$ cat config.mk
export PLATFORM = sky130hd
export DESIGN_NAME = pmm_matcher
export DESIGN_NICKNAME = d
export VERILOG_FILES = /design/src/rtl/pmm_pkg.sv /design/src/rtl/pmm_window_cmp.sv /design/src/rtl/pmm_matcher.sv
export SDC_FILE = /design/constraint.sdc
export NUM_CORES = 1
export LEC_CHECK = 0
export BUFFER_PORTS_ARGS = -buffer_cell sky130_fd_sc_hd__buf_2
export CAP_MARGIN = 20
export CORE_MARGIN = 5
export CORE_UTILIZATION = 39
export DETAILED_ROUTE_END_ITERATION = 16
export REMOVE_ABC_BUFFERS = 1
export SLEW_MARGIN = 20
export SYNTH_ARGS = -nofsm -noshare
export SYNTH_HDL_FRONTEND = slang
export SYNTH_HIERARCHICAL = 1
export SYNTH_SLANG_ARGS = --single-unit
$ cat constraint.sdc
create_clock -name clk -period 9.11 [get_ports clk]
set_input_delay 0.4555 -clock clk [delete_from_list [all_inputs] [get_ports clk]]
set_output_delay 0.4555 -clock clk [all_outputs]
set_load 0.01 [all_outputs]
$ cat src/rtl/pmm_pkg.sv
// Shared definitions for the pattern-matching engines: opcodes, control-word
// field positions, window depth and FSM state encoding.
package pmm_pkg;

    localparam int PAT_MAX = 8;

    localparam logic [1:0] OP_NOP   = 2'b00;
    localparam logic [1:0] OP_LOAD  = 2'b01;
    localparam logic [1:0] OP_TEXT  = 2'b10;
    localparam logic [1:0] OP_CLEAR = 2'b11;

    localparam int OPC_LSB = 0;
    localparam int OPC_MSB = 1;
    localparam int LEN_LSB = 2;
    localparam int LEN_MSB = 4;

    typedef enum logic {
        ST_IDLE = 1'b0,
        ST_SCAN = 1'b1
    } state_t;

endpackage

$ cat src/rtl/pmm_window_cmp.sv
// Combinational compare of the post-shift window against the loaded pattern.
// Window byte 0 is the newest byte, so it must equal the last pattern byte.
module pmm_window_cmp
    import pmm_pkg::*;
(
    input  logic [PAT_MAX*8-1:0] win_next,
    input  logic [PAT_MAX*8-1:0] pat,
    input  logic [3:0]           pat_len,
    input  logic [3:0]           fill_next,
    output logic                 hit
);

    logic [PAT_MAX-1:0] byte_ok;

    generate
        for (genvar gi = 0; gi < PAT_MAX; gi++) begin : g_byte
            logic [3:0] pidx_full;
            logic [2:0] pidx;
            // Index wraps for positions beyond pat_len; those are masked anyway.
            assign pidx_full = pat_len - 4'(gi) - 4'd1;
            assign pidx      = pidx_full[2:0];
            assign byte_ok[gi] = (4'(gi) >= pat_len) ||
                                 (win_next[gi*8 +: 8] == pat[32'(pidx)*8 +: 8]);
        end
    endgenerate

    assign hit = (fill_next >= pat_len) && (&byte_ok);

endmodule

$ cat src/rtl/pmm_matcher.sv
// One pattern-matching engine: accepts LOAD/TEXT/CLEAR commands, scans text
// one byte per cycle through a persistent sliding window, counts matches.
module pmm_matcher
    import pmm_pkg::*;
#(
    parameter int CNT_W = 16
) (
    input  logic             clk,
    input  logic             reset,
    input  logic             cmd_valid,
    input  logic [63:0]      cmd_data,
    input  logic [15:0]      cmd_ctrl,
    output logic             cmd_ready,
    output logic             busy,
    output logic             match_pulse,
    output logic [CNT_W-1:0] match_count,
    output logic [CNT_W-1:0] last_match_pos
);

    state_t state_reg, state_next;

    logic [PAT_MAX*8-1:0] pat_reg;
    logic [3:0]           pat_len_reg;
    logic [PAT_MAX*8-1:0] win_reg;
    logic [3:0]           fill_reg;
    logic [CNT_W-1:0]     pos_reg;
    logic [63:0]          chunk_reg;
    logic [2:0]           idx_reg;
    logic [2:0]           last_idx_reg;
    logic                 match_pulse_reg;
    logic [CNT_W-1:0]     match_count_reg;
    logic [CNT_W-1:0]     last_match_pos_reg;

    logic                 accept;
    logic [1:0]           opcode;
    logic [2:0]           len_m1;
    logic [7:0]           scan_byte;
    logic [PAT_MAX*8-1:0] win_next;
    logic [3:0]           fill_next;
    logic                 hit;
    logic                 unused_ctrl;

    assign cmd_ready   = (state_reg == ST_IDLE);
    assign busy        = ~cmd_ready;
    assign accept      = cmd_valid & cmd_ready;
    assign opcode      = cmd_ctrl[OPC_MSB:OPC_LSB];
    assign len_m1      = cmd_ctrl[LEN_MSB:LEN_LSB];
    assign unused_ctrl = ^cmd_ctrl[15:5];

    assign scan_byte = chunk_reg[32'(idx_reg)*8 +: 8];
    assign win_next  = {win_reg[PAT_MAX*8-9:0], scan_byte};
    assign fill_next = (fill_reg == 4'(PAT_MAX)) ? fill_reg : fill_reg + 4'd1;

    pmm_window_cmp u_cmp (
        .win_next  (win_next),
        .pat       (pat_reg),
        .pat_len   (pat_len_reg),
        .fill_next (fill_next),
        .hit       (hit)
    );

    always_comb begin
        state_next = state_reg;
        case (state_reg)
            ST_IDLE: if (accept && opcode == OP_TEXT) state_next = ST_SCAN;
            ST_SCAN: if (idx_reg == last_idx_reg)     state_next = ST_IDLE;
            default: state_next = ST_IDLE;
        endcase
    end

    always_ff @(posedge clk) begin
        if (reset) begin
            state_reg          <= ST_IDLE;
            pat_reg            <= '0;
            pat_len_reg        <= 4'd1;
            win_reg            <= '0;
            fill_reg           <= '0;
            pos_reg            <= '0;
            chunk_reg          <= '0;
            idx_reg            <= '0;
            last_idx_reg       <= '0;
            match_pulse_reg    <= 1'b0;
            match_count_reg    <= '0;
            last_match_pos_reg <= '0;
        end else begin
            state_reg       <= state_next;
            match_pulse_reg <= 1'b0;
            if (state_reg == ST_IDLE) begin
                if (accept) begin
                    case (opcode)
                        OP_LOAD: begin
                            pat_reg            <= cmd_data;
                            pat_len_reg        <= {1'b0, len_m1} + 4'd1;
                            fill_reg           <= '0;
                            pos_reg            <= '0;
                            match_count_reg    <= '0;
                            last_match_pos_reg <= '0;
                        end
                        OP_TEXT: begin
                            chunk_reg    <= cmd_data;
                            last_idx_reg <= len_m1;
                            idx_reg      <= '0;
                        end
                        OP_CLEAR: begin
                            fill_reg           <= '0;
                            pos_reg            <= '0;
                            match_count_reg    <= '0;
                            last_match_pos_reg <= '0;
                        end
                        default: ;
                    endcase
                end
            end else begin
                win_reg  <= win_next;
                fill_reg <= fill_next;
                pos_reg  <= pos_reg + 1'b1;
                idx_reg  <= idx_reg + 3'd1;
                if (hit) begin
                    match_pulse_reg    <= 1'b1;
                    last_match_pos_reg <= pos_reg;
                    // Saturate rather than wrap so a long stream never reads as few matches.
                    if (match_count_reg != '1)
                        match_count_reg <= match_count_reg + 1'b1;
                end
            end
        end
    end

    assign match_pulse    = match_pulse_reg;
    assign match_count    = match_count_reg;
    assign last_match_pos = last_match_pos_reg;

endmodule

==> run_results.csv <==
group,metric,value,unit
status,status,"finished clean",
routing,vias,10500,
routing,vias_per_cell,5.41,
layout,fill_cells,3353,
floorplanning,die_area,0.0382,mm^2
global_route,grt_pass1_vias,10200,
synthesis,yosys-top-cells-area,"dfxtp_1 (37%), mux4_2 (13%), nand2_1 (8.1%), mux2i_1 (6.9%), a21oi_1 (5.6%)",
timing,fmax,170,MHz
power_and_ir_drop,p_int,1.91,mW
synthesis,synthFlopType,"dfxtp_1",
timing,min_period,5.87,ns
critical_path,slowest_delay,1.17,ns
power_and_ir_drop,comb_power_share,11.6,%
global_route,gr-usage-met2,30.5,%
layout,nets,1555,
critical_path,required,9.54,ns
floorplanning,die_h,196,um
timing,hold_violations,0,
layout,drive_above_1_share,18.8,%
critical_path,r2r_slack,3.24,ns
critical_path,reg2reg_depth,14,
power_and_ir_drop,swShare,25.7,%
cts,cts_tree,"built",
global_route,antenna_found_initial,1,
run,maxCapViolCount,0,
timing,setup_viol,0,
cts,cts_sinks,248,
routing,routed_wl,35.2,mm
global_route,met1_usage,24.5,%
global_route,overflow,0,
synthesis,synth_edf_count,0,
synthesis,ys_ff_latch,248,
place,dpl.hpwl,23.6,mm
cts,cts_setup_buffers,0,
timing,relSlewSlack,34.1,%
cts,ctsHoldBuffers,0,
cts,cts_resized,0,
routing,ant_nets,0,
synthesis,synth_top_area_cell,"dfxtp_1",
power_and_ir_drop,leakagePower,5.62,nW
global_route,grt_use_total,17.9,%
layout,syn2layout_area_growth,12.3,%
timing,slew_viol_final,0,
routing,routedWlPerCell,18.2,um
global_route,grt_pass1_wl,56.6,mm
routing,first_iter_violations,604,
power_and_ir_drop,ir_drop,180,uV
synthesis,yosys.area.top_type_share,37.0,%
place,numPortBuffers,106,
floorplanning,start_util,39.1,%
place,gp_congestion,0.950,
timing,rsz0062_at_grt,"false",
cts,clk_pin_slew_worst_paths,0.06,ns
floorplanning,fp-row-count,68,
layout,multi_input_area,0.00791,mm^2
global_route,grt_max_degree,92,
critical_path,end_kind,"flip-flop",
global_route,grt-busiest-layer,"met2",
power_and_ir_drop,seqPwrFrac,44.1,%
synthesis,syn_avg_cell_area,9.56,um^2
synthesis,synthDistinctLibCells,73,
critical_path,crit_type,"reg2reg",
critical_path,worstPathCellList,"buf_4, clkinv_1, ha_1, mux4_2, mux2i_1, xnor2_1, nor4_1, a221oi_1, o22ai_1, and4_1, and2_1, nor3_4, a41o_1, a221o_1",
cts,clockBufferDepth,3,
cts,htree_levels,1,
cts,clockRootBuffer,"clkbuf_16",
worst_hold_path,hold_depth,3,
cts,cts_buffers,28,
timing,fin_crit_sh,64.5,%
synthesis,async_reset_ff_share,0,%
synthesis,netlist_instances,1404,
timing,setup_ws,3.24,ns
routing,first_pass_iters,7,
layout,regArea,0.00497,mm^2
synthesis,yosys.cell_count.top_type,"nand2_1",
floorplanning,num_io_pins,118,
floorplanning,die_w,196,um
timing,max_slew.worst_pin.slew,0.988,ns
routing,drc,0,
floorplanning,core_area,0.0343,mm^2
place,place_ws,3.07,ns
synthesis,yosysWarnings,6,
critical_path,cp_slowest_cell,"ha_1",
timing,finalSetupTns,0,ns
synthesis,ys_seq_area_share,37.0,%
synthesis,netlist_top_cells_count,"nand2_1 (291), dfxtp_1 (248), a21oi_1 (150)",
cts,clk_latency,0.54,ns
synthesis,netlist_area,0.0134,mm^2
power_and_ir_drop,power_density,171,mW/mm^2
critical_path,worst-path-max-fanout,27,
power_and_ir_drop,power_frac_clock,44.3,%
layout,diodes,0,
power_and_ir_drop,p_switching,0.662,mW
global_route,grt_use_met3,2.43,%
critical_path,critPathLaunchType,"flip-flop",
worst_hold_path,hold_class,"in2reg",
critical_path,arrival,6.31,ns
timing,worst_clock_skew,0.0126,ns
==> routing by layer <==
| layer | up-vias | routed length, um |
|---|---|---|
| met2 | 228 | 17100 |
| li1 | 5110 | - |
| met5 | - | 7 |
| met1 | 5069 | 15900 |
| met4 | 2 | 544 |
| met3 | 43 | 1530 |
==> cells in the final DEF (no fill, tap or decap), drive strengths merged, types with 14 or more instances in the layout <==
cell type and count:
a21oi 151, a22o 17, buf 119, clkbuf 39, dfxtp 248, ha 17
inv 14, mux2i 92, mux4 88, nand2 291, nand4 14, nor2 92
nor3 21, nor4 26, xnor2 78, xor2 34
==> per-stage QoR <==
stage	total power [mW]	hold slack (ns)	cells	cell area, um^2	util (%)
after floorplan	1.35	0.425	1306	12900	-
after global placement	1.45	0.438	1880	14100	41.2
after detailed placement	1.45	0.443	1880	14100	41.2
after CTS	2.60	0.135	1931	15100	43.9
after global routing	2.68	0.145	1931	15100	44.0
final	2.57	0.158	1931	15100	44.0
==> critical path, delay by kind of cell, from the launching register on <==
kind / cells / cell delay [ns]
simple gates: 4 / 1.14
xor+xnor: 1 / 0.16
mux: 2 / 0.80
fa+ha+maj: 1 / 1.17
flops: 1 / 0.30
compound gates: 4 / 1.05
buf+inv: 2 / 1.13
==> area by class of cell <==
type,instances,share of cell area (%)
clock buffers,39,5.39
clock inverters,12,0.822
inverters,15,0.373
multi-input cells,1043,52.4
flip-flops and latches,248,33.0
well taps,455,3.78
repair buffers,119,4.21
==> cell families after synthesis <==
family / count (synthesis) / share of synthesized area [%]
multiplexers: 189 / 22.7
flip-flops: 248 / 37.0
buffers and inverters: 113 / 4.33
XOR/XNOR: 113 / 7.53
adder cells (fa/ha/maj): 17 / 1.58
AO/OA/AOI/OAI: 230 / 10.4
AND/OR/NAND/NOR: 494 / 16.5
==> path summary, 6_finish.rpt <==
kind / startpoint / to
max: pat_len_reg[1]$_SDFFE_PP0P_ / match_count[11]$_SDFFE_PP0P_
min: cmd_data[31] / chunk_reg[31]$_SDFFE_PP0P_
max reg2reg: pat_len_reg[1]$_SDFFE_PP0P_ / match_count[11]$_SDFFE_PP0P_
min reg2reg: chunk_reg[47]$_SDFFE_PP0P_ / chunk_reg[47]$_SDFFE_PP0P_
==> power by group through the flow <==
| stage | logic (mW) | clock network, mW | registers, mW |
|---|---|---|---|
| CTS | 0.297 | 1.17 | 1.13 |
| global placement | 0.292 | 0 | 1.16 |
| global route | 0.324 | 1.22 | 1.14 |
| detailed placement | 0.296 | 0 | 1.16 |
| finish | 0.299 | 1.14 | 1.13 |
| floorplan | 0.187 | 0 | 1.16 |
Power figures use the tool's default switching activity.
